### src/rtl/ring3_pkg.sv
// Shared definitions for the three-state step counter and its driver.
package ring3_pkg;

  localparam logic [1:0] R3_IDLE = 2'b00;
  localparam logic [1:0] R3_S0   = 2'b01;
  localparam logic [1:0] R3_S1   = 2'b10;

  typedef enum logic [1:0] {
    ST_IDLE = 2'd0,
    ST_STEP = 2'd1,
    ST_WAIT = 2'd2
  } r3_state_e;

  // Successor of a counter code; the illegal code 11 falls back to 00.
  function automatic logic [1:0] r3_next(input logic [1:0] code);
    case (code)
      R3_IDLE: r3_next = R3_S0;
      R3_S0:   r3_next = R3_S1;
      default: r3_next = R3_IDLE;
    endcase
  endfunction

endpackage

### src/rtl/ring3_gap_timer.sv
// Loadable 8-bit down-counter timing the idle gap between step pulses.
// expire is high whenever the count has reached zero.
module ring3_gap_timer (
  input  logic       clk,
  input  logic       rst,
  input  logic       load,
  input  logic [7:0] load_val,
  output logic       expire
);

  logic [7:0] cnt;

  // Load on request, otherwise count down and park at zero.
  always_ff @(posedge clk) begin
    if (rst)             cnt <= '0;
    else if (load)       cnt <= load_val;
    else if (cnt != 8'd0) cnt <= cnt - 8'd1;
  end

  assign expire = (cnt == 8'd0);

endmodule

### src/rtl/ring3_step_driver.sv
// Step driver for the three-state ring counter: accepts a target code,
// emits 1 or 2 step pulses (GAP idle cycles apart) and mirrors the counter.
// Optional feedback check: define RING3_FB_CHECK_EN to compare fb_code
// against the mirror every cycle and resynchronise on a mismatch.
module ring3_step_driver
  import ring3_pkg::*;
#(
  parameter int GAP = 0
) (
  input  logic       clk,
  input  logic       rst,
  input  logic       req_valid,
  output logic       req_ready,
  input  logic [1:0] req_code,
  output logic       step,
  input  logic [1:0] fb_code,
  output logic       busy,
  output logic       done,
  output logic       err,
  output logic [1:0] mirror
);

  r3_state_e  state, state_n;
  logic [1:0] target, target_n, mirror_n;
  logic       done_n, err_n, tmr_load, gap_expire, accept, fb_mis;
  logic [1:0] fb_fix;

  assign step      = (state == ST_STEP);
  assign busy      = (state != ST_IDLE);
  assign req_ready = (state == ST_IDLE) && !rst;
  assign accept    = req_valid && req_ready;

`ifdef RING3_FB_CHECK_EN
  assign fb_mis = (fb_code != mirror);
  assign fb_fix = (fb_code == 2'b11) ? R3_IDLE : fb_code;
`else
  // Mirror is purely predictive; feedback is not observed.
  logic unused_fb;
  assign fb_mis    = 1'b0;
  assign fb_fix    = mirror;
  assign unused_fb = ^fb_code;
`endif

  // The gap timer only exists when there is a gap to time.
  generate
    if (GAP > 0) begin : g_gap
      ring3_gap_timer u_gap (
        .clk      (clk),
        .rst      (rst),
        .load     (tmr_load),
        .load_val (8'(GAP - 1)),
        .expire   (gap_expire)
      );
    end else begin : g_nogap
      logic unused_tmr;
      assign unused_tmr = tmr_load;
      assign gap_expire = 1'b1;
    end
  endgenerate

  // State, mirror, target and registered done/err pulses.
  always_ff @(posedge clk) begin
    if (rst) begin
      state  <= ST_IDLE;
      mirror <= R3_IDLE;
      target <= R3_IDLE;
      done   <= 1'b0;
      err    <= 1'b0;
    end else begin
      state  <= state_n;
      mirror <= mirror_n;
      target <= target_n;
      done   <= done_n;
      err    <= err_n;
    end
  end

  // Next-state logic; a feedback mismatch overrides everything else.
  always_comb begin
    state_n  = state;
    mirror_n = mirror;
    target_n = target;
    done_n   = 1'b0;
    err_n    = 1'b0;
    tmr_load = 1'b0;
    case (state)
      ST_IDLE: begin
        if (accept) begin
          if (req_code == 2'b11)       err_n = 1'b1;
          else if (req_code == mirror) done_n = 1'b1;
          else begin
            target_n = req_code;
            state_n  = ST_STEP;
          end
        end
      end
      ST_STEP: begin
        mirror_n = r3_next(mirror);
        if (mirror_n == target) begin
          state_n = ST_IDLE;
          done_n  = 1'b1;
        end else if (GAP > 0) begin
          state_n  = ST_WAIT;
          tmr_load = 1'b1;
        end
      end
      ST_WAIT: begin
        if (gap_expire) state_n = ST_STEP;
      end
      default: state_n = ST_IDLE;
    endcase
    if (fb_mis) begin
      mirror_n = fb_fix;
      state_n  = ST_IDLE;
      done_n   = 1'b0;
      err_n    = 1'b1;
      tmr_load = 1'b0;
    end
  end

endmodule

### config.mk
export PLATFORM = sky130hd
export DESIGN_NAME = ring3_step_driver
export DESIGN_NICKNAME = d
export VERILOG_FILES = /design/src/rtl/ring3_pkg.sv /design/src/rtl/ring3_gap_timer.sv /design/src/rtl/ring3_step_driver.sv
export SDC_FILE = /design/constraint.sdc
export NUM_CORES = 1
export LEC_CHECK = 0
export CAP_MARGIN = 20
export CORE_AREA = 2 2 39 41
export DETAILED_ROUTE_END_ITERATION = 10
export DIE_AREA = 0 0 41 43
export PLACE_DENSITY = 0.59
export SETUP_SLACK_MARGIN = 0.15
export SLEW_MARGIN = 20
export SYNTH_ARGS = -nofsm -noshare
export SYNTH_HDL_FRONTEND = slang
export SYNTH_SLANG_ARGS = --single-unit
### constraint.sdc
create_clock -name clk -period 2.8 [get_ports clk]
set_input_delay 0.7 -clock clk [delete_from_list [all_inputs] [get_ports clk]]
set_output_delay 0.7 -clock clk [all_outputs]
set_load 0.02 [all_outputs]
# After elaboration in Yosys (flattened, before gate mapping)
# Cells that the tools add are included.
dict set report op_classes {
  div 0
  reduce_logical 9
  bitwise_logic 4
  add_sub_neg 0
  eq_ne 10
  n_mux 13
  magnitude_cmp 0
  shifts 0
  mul 0
}
# operator count
set ops {}
lappend ops {{2-to-1 mux 2 bit} 5}
lappend ops {{AND reduction 4 bit} 2}
lappend ops {{!= test 2 bit (second input constant)} 3}
lappend ops {{one-hot mux 2 bit (3 select lines)} 1}
lappend ops {{2-to-1 mux 1 bit} 5}
lappend ops {{== test 2 x 1 -> 1 bit (second input constant)} 2}
lappend ops {{== test 2 bit} 2}
lappend ops {{== test 2 bit (second input constant)} 2}
lappend ops {{zero test 2 bit} 2}
lappend ops {{NOT 1 bit} 4}
lappend ops {{one-hot mux 2 bit (2 select lines)} 1}
lappend ops {{OR reduction 3 bit} 1}
lappend ops {{logical AND 1 bit} 2}
lappend ops {{!= test 2 x 1 -> 1 bit (second input constant)} 1}
lappend ops {{one-hot mux 1 bit (2 select lines)} 1}
lappend ops {{nonzero test 2 bit} 1}
lappend ops {{zero test 1 bit} 1}
dict set report totals {
  mem_bits_ro 0
  ramBits 0
  latch_bits 0
  elab_cells 41
  register_bits 8
  inputBits 7
  mem_count 0
}

# Logic depth before layout (Yosys ltp)
dict set report logic_depth {
  depth_word 6
  depth_mapped 3
}

# Worst setup path before layout
# No wires, ideal clock.
dict set report synth_timing {
  path_kind {input to output}
  start {input rst}
  end {output req_ready}
  slack_ns 1.120
  path_buffers 0
  stages 1
  arrival_time_ns 0.980
  required_ns 2.100
  path_cell_list {nor2_1}
}
dict set report synth_between {
  elab_chain_cells 2
}
# item line
set synth_rtl {}
lappend synth_rtl {{start: declaration} ring3_step_driver.sv:11} ;# input logic rst,
lappend synth_rtl {{zero test 1 bit} ring3_step_driver.sv:30} ;# assign req_ready = (state == ST_IDLE) && !rst;
lappend synth_rtl {{logical AND 1 bit} ring3_step_driver.sv:30}
lappend synth_rtl {{end: declaration} ring3_step_driver.sv:13} ;# output logic req_ready,
# Every way passes these cells.

# Worst setup path after layout
# Same ends and word-level chain as after synthesis.

==> impl_metrics.ini <==
[yosys]
synthAdderAreaFrac = 0
ys_top_cells_by_count = 7 x dfxtp_1, 3 x nand2_1, 3 x nor2b_1
ys_types = 19
synth_cells = 34
synth_edf_count = 0
yosysMostFrequentCell = dfxtp_1
synth_ff_type = dfxtp_1
ys_seq_area_frac = 0.4088
yosysTopAreaCellShare = 0.4088
synth_top_family_by_area = simple AND/OR/NAND/NOR gates
synth_area_um2 = 342.8
syn-num-nets = 41
synth-async-reset-ratio = 0
yosys_warnings = 0
synth_xor_area_frac = 0.05109
yosys.area_share.simple = 0.3248
synth_top_area_cell = dfxtp_1
muxShareOfSynthArea = 0.06569
ys_top_cells_by_area = dfxtp_1 41%, mux2_1 6.6%, nor2b_1 5.5%
synth_seq_cells = 7
synth.avg_cell_area_um2 = 10.08
synth_compound_area_frac = 0.1168

[sta]
rsz0062_at_grt = false
worst_slew_pin_slew_ps = 367.1
finClkSkew_ps = 8.169
hold_viol_final = 0
max_freq_mhz = 399.5
period_minus_slack_ps = 2503
setup_violations = 0
slew_viol_final = 0
fin_ws_ps = 297.0
finalCritPeriodShare = 0.8939
tns_ps = 0
slew_headroom = 0.7518

[detailed_routing]
drc = 0
first_pass_iters = 2
avgRoutedWirePerCell_um = 10.85
routed_wl_um = 705
top_layer = met3
wl_met3_um = 48
drtIter0Drc = 3
vias = 300
met2_length_um = 352
ant_nets = 0
drt-met1-wl_um = 304
drt-vias-per-instance = 4.615

[cts]
clkTransAtPathRegs_ps = 50
cts_sinks = 7
root_buffer = clkbuf_4
cts_hold_buffers = 0
cts_tree = done
htreeDepth = 1
cts_buffers = 3
cts_max_path_buffers = 2
cts_setup_buffers = 0
cts_resized = 0
clk_latency_ps = 260

[final_layout]
nets = 57
layout.cells.non_filler = 65
register_area_um2 = 140.1
nFillCells = 151
multi_input_area_um2 = 191.4
layout-drive-gt1-share = 0.1429
areaGrowthSynthToFinish_pct = 45.62
diodes = 0

[global_route]
grt_max_degree = 9
grt_pass1_vias = 296
overflow = 0
antenna_found_initial = 0
grt_pass1_wl_mm = 1.152
grt_util_all_layers = 0.1012

[worst_hold_path]
hold_class = reg2reg
holdPathStages = 2

[critical_path]
timing.critical_path.mode_cell = clkdlybuf4s50_1
crit_chain = clkdlybuf4s50_1, nor2_1, clkdlybuf4s50_1
cp_num_buf_inv = 2
r2r_start = mirror[1]
crit_end = req_ready
startpoint = rst
cp.arrival_ps = 1800
cpMaxStageDelayCell = clkdlybuf4s50_1
cp-start-kind = input pin
timing.rr.end = target[0]
cp_slowest_stage_delay_ps = 610
path_depth = 3
worst_r2r_path_depth = 3
cp_max_fo = 2
crit_family = buffers and inverters
end_kind = output pin
worstPathRequired_ps = 2100
crit_type = in2out
rrSetupSlack_ps = 1510

[power]
power_leakage_nw = 0.1849
pwr_density_cell_nw_per_um2 = 559.4
peakVddDrop_mv = 0.2230

[die]
die_w_um = 41
core_um2 = 1384
initial_utilization = 0.2477
dieArea_um2 = 1763
io_pins = 14
row_count = 14
die_y_um = 43

[place]
io_buffers = 11
dp_worst_setup_slack_ps = 291.7
numPlacedInstances = 61
hpwlAfterDp_um = 554.8
place_congestion = 0.6402

[outcome]
status = completed

[job]
drv_cap = 0
-- cells in the final DEF (no fill, tap or decap), drive strengths merged, types with 2 or more instances in the layout --
cell type	instances
nand2	3
nor2	2
nor2b	3
dfxtp	7
mux2	2
xor2	2
clkbuf	4
nor3b	3
a21oi	2
clkdlybuf4s50	11
-- routing by layer --
| layer | vias up | GRT usage |
|---|---|---|
| met5 | - | 0 |
| met4 | 0 | 0.06000 |
| li1 | 152 | - |
| met3 | 0 | 0.06283 |
| met1 | 139 | 0.09904 |
| met2 | 9 | 0.1531 |
-- cell type report --
class	instances	share of cell area
timing repair buffer	12	0.2356
sequential	7	0.2807
inverter	1	0.007519
clock buffer	4	0.05263
tap	16	0.04010
multi-input combinational	25	0.3835
-- worst register-to-register path, cell delays in order, from the launching register on --
cell	delay (ps)
dfxtp_1	440
xor2_1	130
o211ai_2	250
mux2_1	340
-- how the worst min path moves through the flow --
stage | startpoint | to | slack, ps
after floorplan | target[0] | target[0] | 580
after global placement | mirror[1] | mirror[1] | 550
after detailed placement | mirror[1] | mirror[1] | 570
final | mirror[1] | mirror[1] | 570
after global routing | mirror[1] | mirror[1] | 620
after CTS | mirror[1] | mirror[1] | 580
-- logic make-up (layout without fill, tap and decap cells) --
family,count (synthesis),after routing
buffers and inverters,2,17
AND/OR/NAND/NOR,16,16
AO/OA/AOI/OAI,5,5
flip-flops,7,7
XOR/XNOR,2,2
multiplexers,2,2
-- power breakdown --
part           switching, mW  total (mW)  leakage, nW  internal (mW)
Clock                 0.0393      0.0938       0.0150         0.0545
Combinational         0.0305      0.0658        0.113         0.0353
Sequential            0.0116       0.120       0.0572          0.108
Total                 0.0814       0.279        0.185          0.198
-- stage by stage --
step | utilization | hold WS [ps] | power [mW] | instance area (um2)
floorplan | - | 581.5 | 0.1585 | 342.8
global placement | 0.3418 | 546.6 | 0.1877 | 473.0
detailed placement | 0.3418 | 568.7 | 0.1885 | 473.0
CTS | 0.3608 | 576.3 | 0.2841 | 499.2
global route | 0.3608 | 619.4 | 0.2971 | 499.2
finish | 0.3608 | 567.9 | 0.2793 | 499.2
-- state kept, by name (all words and copies together), names as in the netlist --
register and cells:
done 1, mirror 2, state 1, err 1, target 2
Note: power is estimated with default switching activity, not from simulation.
